File: src/rtl/cacheline_adaptor_pkg.sv
// cacheline_adaptor_pkg: shared FSM state type, default geometry and line-alignment helper
package cacheline_adaptor_pkg;

    localparam int s_offset = 5;
    localparam int s_line   = 8 * 2**s_offset;
    localparam int s_beat   = 64;
    localparam int n_beats  = s_line / s_beat;

    typedef enum logic [2:0] {
        IDLE,
        RD_BURST,
        RD_DONE,
        WR_BURST,
        WR_DONE
    } state_t;

    function automatic logic [31:0] line_mask(input int off);
        return ~((32'd1 << off) - 32'd1);
    endfunction

endpackage

File: src/rtl/cacheline_adaptor.sv
// cacheline_adaptor: turns one line-wide arbiter read/write into an n_beats burst on the
// narrow memory bus and returns a single line-wide completion pulse per burst.
module cacheline_adaptor
    import cacheline_adaptor_pkg::*;
#(
    parameter int s_offset = cacheline_adaptor_pkg::s_offset,
    parameter int s_line   = 8 * 2**s_offset,
    parameter int s_beat   = cacheline_adaptor_pkg::s_beat,
    parameter int n_beats  = s_line / s_beat
)(
    input  logic              clk,
    input  logic              rst,
    input  logic              ca_read,
    input  logic              ca_write,
    input  logic [31:0]       ca_addr,
    input  logic [s_line-1:0] ca_wdata,
    output logic [s_line-1:0] ca_rdata,
    output logic              ca_resp,
    output logic              pmem_read,
    output logic              pmem_write,
    output logic [31:0]       pmem_address,
    output logic [s_beat-1:0] pmem_wdata,
    input  logic [s_beat-1:0] pmem_rdata,
    input  logic              pmem_resp
);

    localparam int cw = $clog2(n_beats);

    state_t            state, state_n;
    logic [cw-1:0]     cnt;
    logic [31:0]       addr_q;
    logic [s_line-1:0] line_buf, line_next;
    logic              last;

    assign last = cnt == cw'(n_beats - 1);

    always_ff @(posedge clk) begin
        if (!rst)
            state <= IDLE;
        else
            state <= state_n;
    end

    always_comb begin
        state_n      = state;
        pmem_read    = state == RD_BURST;
        pmem_write   = state == WR_BURST;
        ca_resp      = state == RD_DONE || state == WR_DONE;
        pmem_address = (pmem_read || pmem_write) ? addr_q : '0;
        pmem_wdata   = pmem_write ? line_buf[s_beat*int'(cnt) +: s_beat] : '0;
        case (state)
            IDLE:     state_n = ca_write ? WR_BURST : ca_read ? RD_BURST : IDLE;
            RD_BURST: state_n = (pmem_resp && last) ? RD_DONE : RD_BURST;
            WR_BURST: state_n = (pmem_resp && last) ? WR_DONE : WR_BURST;
            default:  state_n = IDLE;
        endcase
    end

    // line_next carries the freshly arrived beat so the final beat can reach ca_rdata
    // on the same edge that enters RD_DONE.
    always_comb begin
        line_next = line_buf;
        line_next[s_beat*int'(cnt) +: s_beat] = pmem_rdata;
    end

    always_ff @(posedge clk) begin
        if (!rst) begin
            cnt      <= '0;
            addr_q   <= '0;
            line_buf <= '0;
            ca_rdata <= '0;
        end else begin
            case (state)
                IDLE: begin
                    if (ca_write || ca_read) begin
                        addr_q <= ca_addr & line_mask(s_offset);
                        cnt    <= '0;
                    end
                    if (ca_write)
                        line_buf <= ca_wdata;
                end
                RD_BURST: begin
                    if (pmem_resp) begin
                        line_buf <= line_next;
                        cnt      <= cnt + cw'(1);
                        if (last)
                            ca_rdata <= line_next;
                    end
                end
                WR_BURST: begin
                    if (pmem_resp)
                        cnt <= cnt + cw'(1);
                end
                default: ;
            endcase
        end
    end

    a_excl_strobe: assert property (@(posedge clk) !(pmem_read && pmem_write));
    a_resp_pulse:  assert property (@(posedge clk) disable iff (!rst) ca_resp |=> !ca_resp);

endmodule

File: config.mk
export PLATFORM = sky130hd
export DESIGN_NAME = cacheline_adaptor
export DESIGN_NICKNAME = d
export VERILOG_FILES = /design/src/rtl/cacheline_adaptor_pkg.sv /design/src/rtl/cacheline_adaptor.sv
export SDC_FILE = /design/constraint.sdc
export NUM_CORES = 1
export LEC_CHECK = 0
export BUFFER_PORTS_ARGS = -buffer_cell sky130_fd_sc_hd__buf_2
export CAP_MARGIN = 20
export CORE_AREA = 2 2 281 283
export CTS_CLUSTER_DIAMETER = 200
export CTS_CLUSTER_SIZE = 24
export DETAILED_ROUTE_END_ITERATION = 12
export DIE_AREA = 0 0 283 285
export PLACE_DENSITY = 0.6
export SETUP_SLACK_MARGIN = 0.4
export SYNTH_ARGS = -nofsm -noshare
export SYNTH_HDL_FRONTEND = slang
export SYNTH_SLANG_ARGS = --single-unit
export TNS_END_PERCENT = 20
File: constraint.sdc
create_clock -name clk -period 3.4 [get_ports clk]
set_clock_uncertainty 0.05 [all_clocks]
set_input_delay 0.17 -clock clk [delete_from_list [all_inputs] [get_ports clk]]
set_output_delay 0.17 -clock clk [all_outputs]
set_load 0.05 [all_outputs]
======== After elaboration in Yosys (flattened, before gate mapping) ========
Cells that the tools add are included.
word-level totals
  register bits ........................... 544
  bits of input ports ..................... 357
  logic and storage cells ................. 45
cells by class
  add/subtract/negate cells ............... 2
  equal/unequal tests ..................... 9
  shift operators ......................... 3
  mux-type cells .......................... 14
  reductions and logical operators ........ 12
operators with widths
  kind                                                      number
  two-way mux 256 bit                                       2
  case mux 256 bit (2 select lines)                         1
  bitwise mux 256 bit                                       1
  variable shift 64 x 33 -> 256 bit (first input constant)  1
  variable part select 256 x 9 -> 64 bit                    1
  variable part select 64 x 33 -> 256 bit                   1
  two-way mux 64 bit                                        1
  negation 8 -> 33 bit                                      1
  two-way mux 32 bit                                        1
  case mux 3 bit (3 select lines)                           1
  AND reduction 3 bit                                       3
  two-way mux 2 bit                                         4
  equality test 3 x 2 -> 1 bit (second input constant)      2
  != test 2 x 1 -> 1 bit (second input constant)            2
  != test 2 bit (second input constant)                     2
  case mux 2 bit (2 select lines)                           1
  nonzero test 2 bit                                        2
  equality test 3 x 1 -> 1 bit (second input constant)      1
  equality test 3 bit (second input constant)               1
  zero test 3 bit                                           1
  logical OR 1 bit                                          3
  two-way mux 3 bit                                         1
  adder 2 x 1 -> 2 bit (second input constant)              1
  equality test 2 bit (second input constant)               1
  4 further kinds                                           4

======== Longest topological paths before layout ========
  word-level depth ........................ 5
  depth in mapped cells ................... 11
  depth with buffers taken out ............ 5

======== Worst setup path after synthesis ========
No wires, ideal clock.
  kind .................................... register to register
  from .................................... register cnt[1]
  to ...................................... register ca_rdata[86]
  arrival time ............................ 2.659 ns
  required time ........................... 3.231 ns
  path slack .............................. 0.572 ns
  cell stages (with the launch flop) ...... 10
  buffers on the path ..................... 4
  clock period less this slack ............ 2.828 ns
  cell sequence ........................... dfxtp_1 -> clkbuf_1 -> buf_1 -> inv_1 -> ha_1 -> and4b_1 -> clkbuf_1 -> clkbuf_1 -> a221o_1 -> o221a_2
on the way
  longest elaborated chain between the ends .. 3
  elaborated cells between the ends (all ways) .. 6
  those cells by class .................... 1 x add/sub; 1 x eq/ne; 2 x shift; 1 x mux; 1 x reduce/logical
RTL lines
  item                                                                                          RTL line                 source
  from (decl)                                                                                   cacheline_adaptor.sv:30  logic [cw-1:0] cnt;
  from (signal assigned)                                                                        cacheline_adaptor.sv:85  cnt <= cnt + cw'(1);
  from (signal assigned)                                                                        cacheline_adaptor.sv:92  cnt <= cnt + cw'(1);
  negation 8 -> 33 bit                                                                          cacheline_adaptor.sv:63  line_next[s_beat*int'(cnt) +: s_beat] = pmem_rdata;
  variable part select 64 x 33 -> 256 bit or variable shift 64 x 33 -> 256 bit (tied branches)  cacheline_adaptor.sv:63
  bitwise mux 256 bit                                                                           cacheline_adaptor.sv:63
  to (signal assigned)                                                                          cacheline_adaptor.sv:87  ca_rdata <= line_next;
  to (decl)                                                                                     cacheline_adaptor.sv:17  output logic [s_line-1:0] ca_rdata,
Several ways; a longest one is shown, not always the timed one.
A chain may end at the register's enable or synchronous reset.

======== Worst setup path in the final report ========
  from .................................... register state[2]
  to ...................................... register line_buf[17]
on the way
  longest elaborated chain between the ends .. 3
  elaborated cells between the ends (all ways) .. 7
  those cells by class .................... 3 x eq/ne; 1 x mux; 3 x reduce/logical
RTL lines
  item                                                             RTL line                 source
  from (decl)                                                      cacheline_adaptor.sv:29  state_t state, state_n;
  from (signal assigned)                                           cacheline_adaptor.sv:41  state <= state_n;
  equality test 3 x 1 -> 1 bit or zero test 3 bit (tied branches)  cacheline_adaptor.sv:73  case (state)
  != test 2 x 1 -> 1 bit (no line) (tied with other cells)         n/a
  AND reduction 3 bit (no line)                                    n/a
  to (signal assigned)                                             cacheline_adaptor.sv:80  line_buf <= ca_wdata;
  to (signal assigned)                                             cacheline_adaptor.sv:84  line_buf <= line_next;
  to (decl)                                                        cacheline_adaptor.sv:32  logic [s_line-1:0] line_buf, line_next;
Several ways; a longest one is shown, not always the timed one.

==> impl_metrics.ini <==
[synth]
synth_top_flop_cell = sky130_fd_sc_hd__dfxtp_1
synth_compound_gate_area_share_pct = 31.65
netlist-cell-type-count = 58
yosys_register_bits = 544
synth_top_family_by_area = compound AO/OA/AOI/OAI gates
synth.area.top_cells = sky130_fd_sc_hd__dfxtp_1 43%, sky130_fd_sc_hd__a32o_1 8.3%, sky130_fd_sc_hd__a221o_1 7.6%, sky130_fd_sc_hd__o221a_2 6.6%, sky130_fd_sc_hd__mux4_2 5.7%
synth-seq-area-share_pct = 42.84
synthAdderAreaFrac_pct = 0.2461
synth_enable_flop_cells = 0
synth_warnings = 0
syn_area_per_cell_um2 = 10.71
synth_simple_gate_area_share_pct = 12.74
post_synth_xor_area_fraction_pct = 0.03445
cells_after_synthesis = 2373
synth_commonest_cells = 544 x sky130_fd_sc_hd__dfxtp_1, 225 x sky130_fd_sc_hd__nand2b_1, 212 x sky130_fd_sc_hd__a32o_1, 212 x sky130_fd_sc_hd__clkbuf_1, 193 x sky130_fd_sc_hd__a221o_1
muxShareOfSynthArea_pct = 6.029
synthArstFlopShare_pct = 0
synth_top_area_share_pct = 42.84
most_repeated_cell_in_the_gate_level_netlist_after_synthesis = sky130_fd_sc_hd__dfxtp_1
top_cell_type_by_total_area_after_synthesis = sky130_fd_sc_hd__dfxtp_1
netlist_area_mm2 = 0.02542

[critical_path]
ff2ff_setup_slack_ns = 0.28
worstReg2RegStart = state[2]
critical_path.endpoint_type = flip-flop
path_cells = buf_4 -> or3b_4 -> buf_12 -> buf_4 -> a221o_1 -> a32o_1 -> dlygate4sd3_1
crit_path_top_delay_cell = sky130_fd_sc_hd__dlygate4sd3_1
timing.critical_path.arrival_ns = 3.58
worst-setup-path-type = flip-flop to flip-flop
timing.critical_path.fanout_max = 85
cp_slowest_stage_delay_ns = 0.55
nature_of_the_critical_path_startpoint = flip-flop
crit_reg_reg_endpoint = line_buf[17]
reg2regPathDepth = 7
worst-endpoint-required_ns = 3.86
crit_top_cell = sky130_fd_sc_hd__buf_4

[clock_tree]
clock-sinks = 544
cts_inserted_buffers = 26
tritoncts_clock_tree = done
clk_path_buf_depth = 3
insertion_delay_ns = 0.63
cts.root.buffer_cell = sky130_fd_sc_hd__clkbuf_16
path_clk_slew_ns = 0.12
h-tree-depth = 1

[floorplanning]
die_height_um = 285
core_mm2 = 0.07797
die_w_um = 283
die_area_mm2 = 0.08066
rows = 103
start_util_pct = 32.61
ioPinCount = 712

[cells_and_area]
finalNonFillerCells = 4348
finish.net_count = 3648
post-route-util_pct = 44.80
area_growth_pct = 37.40
drive_gt1_share_pct = 32.44

[timing]
slew_headroom_pct = 31.44
fin_setup_tns_ns = 0
timing.final.crit_share_pct = 91.87
finalWorstSetupSlack_ns = 0.2765
fin_crit_ns = 3.123
endpoints_failing_setup = 0
finalMaxSlewViolations = 0
timing.final.hold_violations = 0
fmax_ghz = 0.3202
grt_setup_unrepaired = true
timing_worst_slew_pin_value_ns = 1.028

[grt]
grtUsageTotal_pct = 28.49
grt_overflow = 0
grt_start_max_net_pins = 124
grt_antenna_before_repair = 8
first_global_vias = 26380
global_route_wire_length_before_repair_um = 177000

[outcome]
outcome = complete, no violations

[placement]
dpl_hpwl_um = 75880
dpl.cell_count = 3888
preCtsSetupSlack_ns = 0.6346
gp_congestion = 0.8599
port-buffer-count = 701

[power]
p_sw_uw = 4469
combinationalPowerShare_pct = 24.4
switching_share_pct = 31.43
post-layout-total-power_uw = 14220
vdd_drop_max_v = 0.0003202
p_leak_uw = 0.01454
power.clock.fraction_pct = 26.0
share_seq_of_total_power_pct = 49.7
cell_internal_pwr_uw = 9751
pwr_density_cell_mw_per_mm2 = 407.1

[worst_hold_path]
worstHoldEndpoint = line_buf[39]
hp-start = pmem_rdata[39]
worstHoldPathCells = 3
holdCritPathClass = primary input to flip-flop

[detailed_routing]
drt_iter0_drc = 2940
number_of_detailed_routing_iterations_run_before_antenna_repair = 6
viasPerCell = 6.092
ant_nets = 0
wl_um = 123700
wl_per_cell_um = 28.45
route.vias.total = 26490
drc_errors = 0

[flow_run]
cap_viol_max_count = 0
worst max-delay path by stage:
stage | startpoint | end | cells past startpoint
after detailed placement | cnt[0] | ca_rdata[72] | 5
after global routing | state[2] | line_buf[18] | 7
after CTS | cnt[0] | pmem_wdata[8] | 4
after floorplan | cnt[1] | ca_rdata[86] | 9
final | state[2] | line_buf[17] | 7
after global placement | cnt[0] | ca_rdata[72] | 5
logic make-up (layout without fill, tap and decap cells):
group,count (synthesis),after routing
muxes,73,73
adders and majority gates,5,5
and+or+nand+nor,519,519
xor gates and xnor gates,1,1
AOI/OAI and AO/OA,863,863
other,1,14
DFF,544,544
buffers and inverters,367,1279
critical path, delay by kind of cell (launching register included):
kind / cells / cell delay, ns
simple gates: 1 / 0.51
flops: 1 / 0.32
compound gates: 2 / 0.56
buf+inv: 4 / 1.35
metrics by stage:
step	hold WS (ns)	cell area [um^2]
final	0.03810	34930
after global routing	0.04154	34910
after CTS	0.005865	34740
after detailed placement	0.3788	29910
after global placement	0.3749	29910
after floorplan	0.2645	25440
sequential cells by signal, summed over array words and instances (netlist names):
signal    flops
line_buf    256
cnt           2
ca_rdata    256
addr_q       27
state         3
power groups by stage:
| stage | clock (uW) | sequential, uW | combinational, uW |
|---|---|---|---|
| detailed placement | 0 | 7200 | 2830 |
| global route | 3940 | 7110 | 3640 |
| CTS | 3740 | 7050 | 3300 |
| floorplan | 0 | 7080 | 1880 |
| finish | 3690 | 7060 | 3460 |
| global placement | 0 | 7190 | 2820 |
metal layers:
metal,GRT usage [%],share of wire (%)
met5,0,0.030
met4,11.08,4.2
met3,5.032,8.7
met2,46.41,46
met1,37.53,41
cell type report:
class,count,area [um^2]
fill,7420,43040
multi-input combinational,1466,13080
sequential,544,10910
timing repair buffer,1200,8723
tap,1050,1314
clock buffer,30,686.9
inverter,48,186.4
antenna,9,22.52
clock inverter,1,8.758
timing repair:
action                                  4_1_cts  5_1_grt
pin swaps                                     0        3
hold buffers                                411        0
resized for setup                             5       13
setup buffers                                 0        5
hold endpoints to repair                    407        0
cloned                                        0        4
endpoints found under the setup margin       52      106
cell usage in the layout (no fill, tap or decap), drive strengths merged, types with 77 or more instances in the layout:
master	count
a221o	193
a32o	212
a21oi	78
nor2b	77
dlygate4sd3	411
o221a	212
nand2b	225
and3	78
dfxtp	544
buf	783
Power figures use the tool's default switching activity.
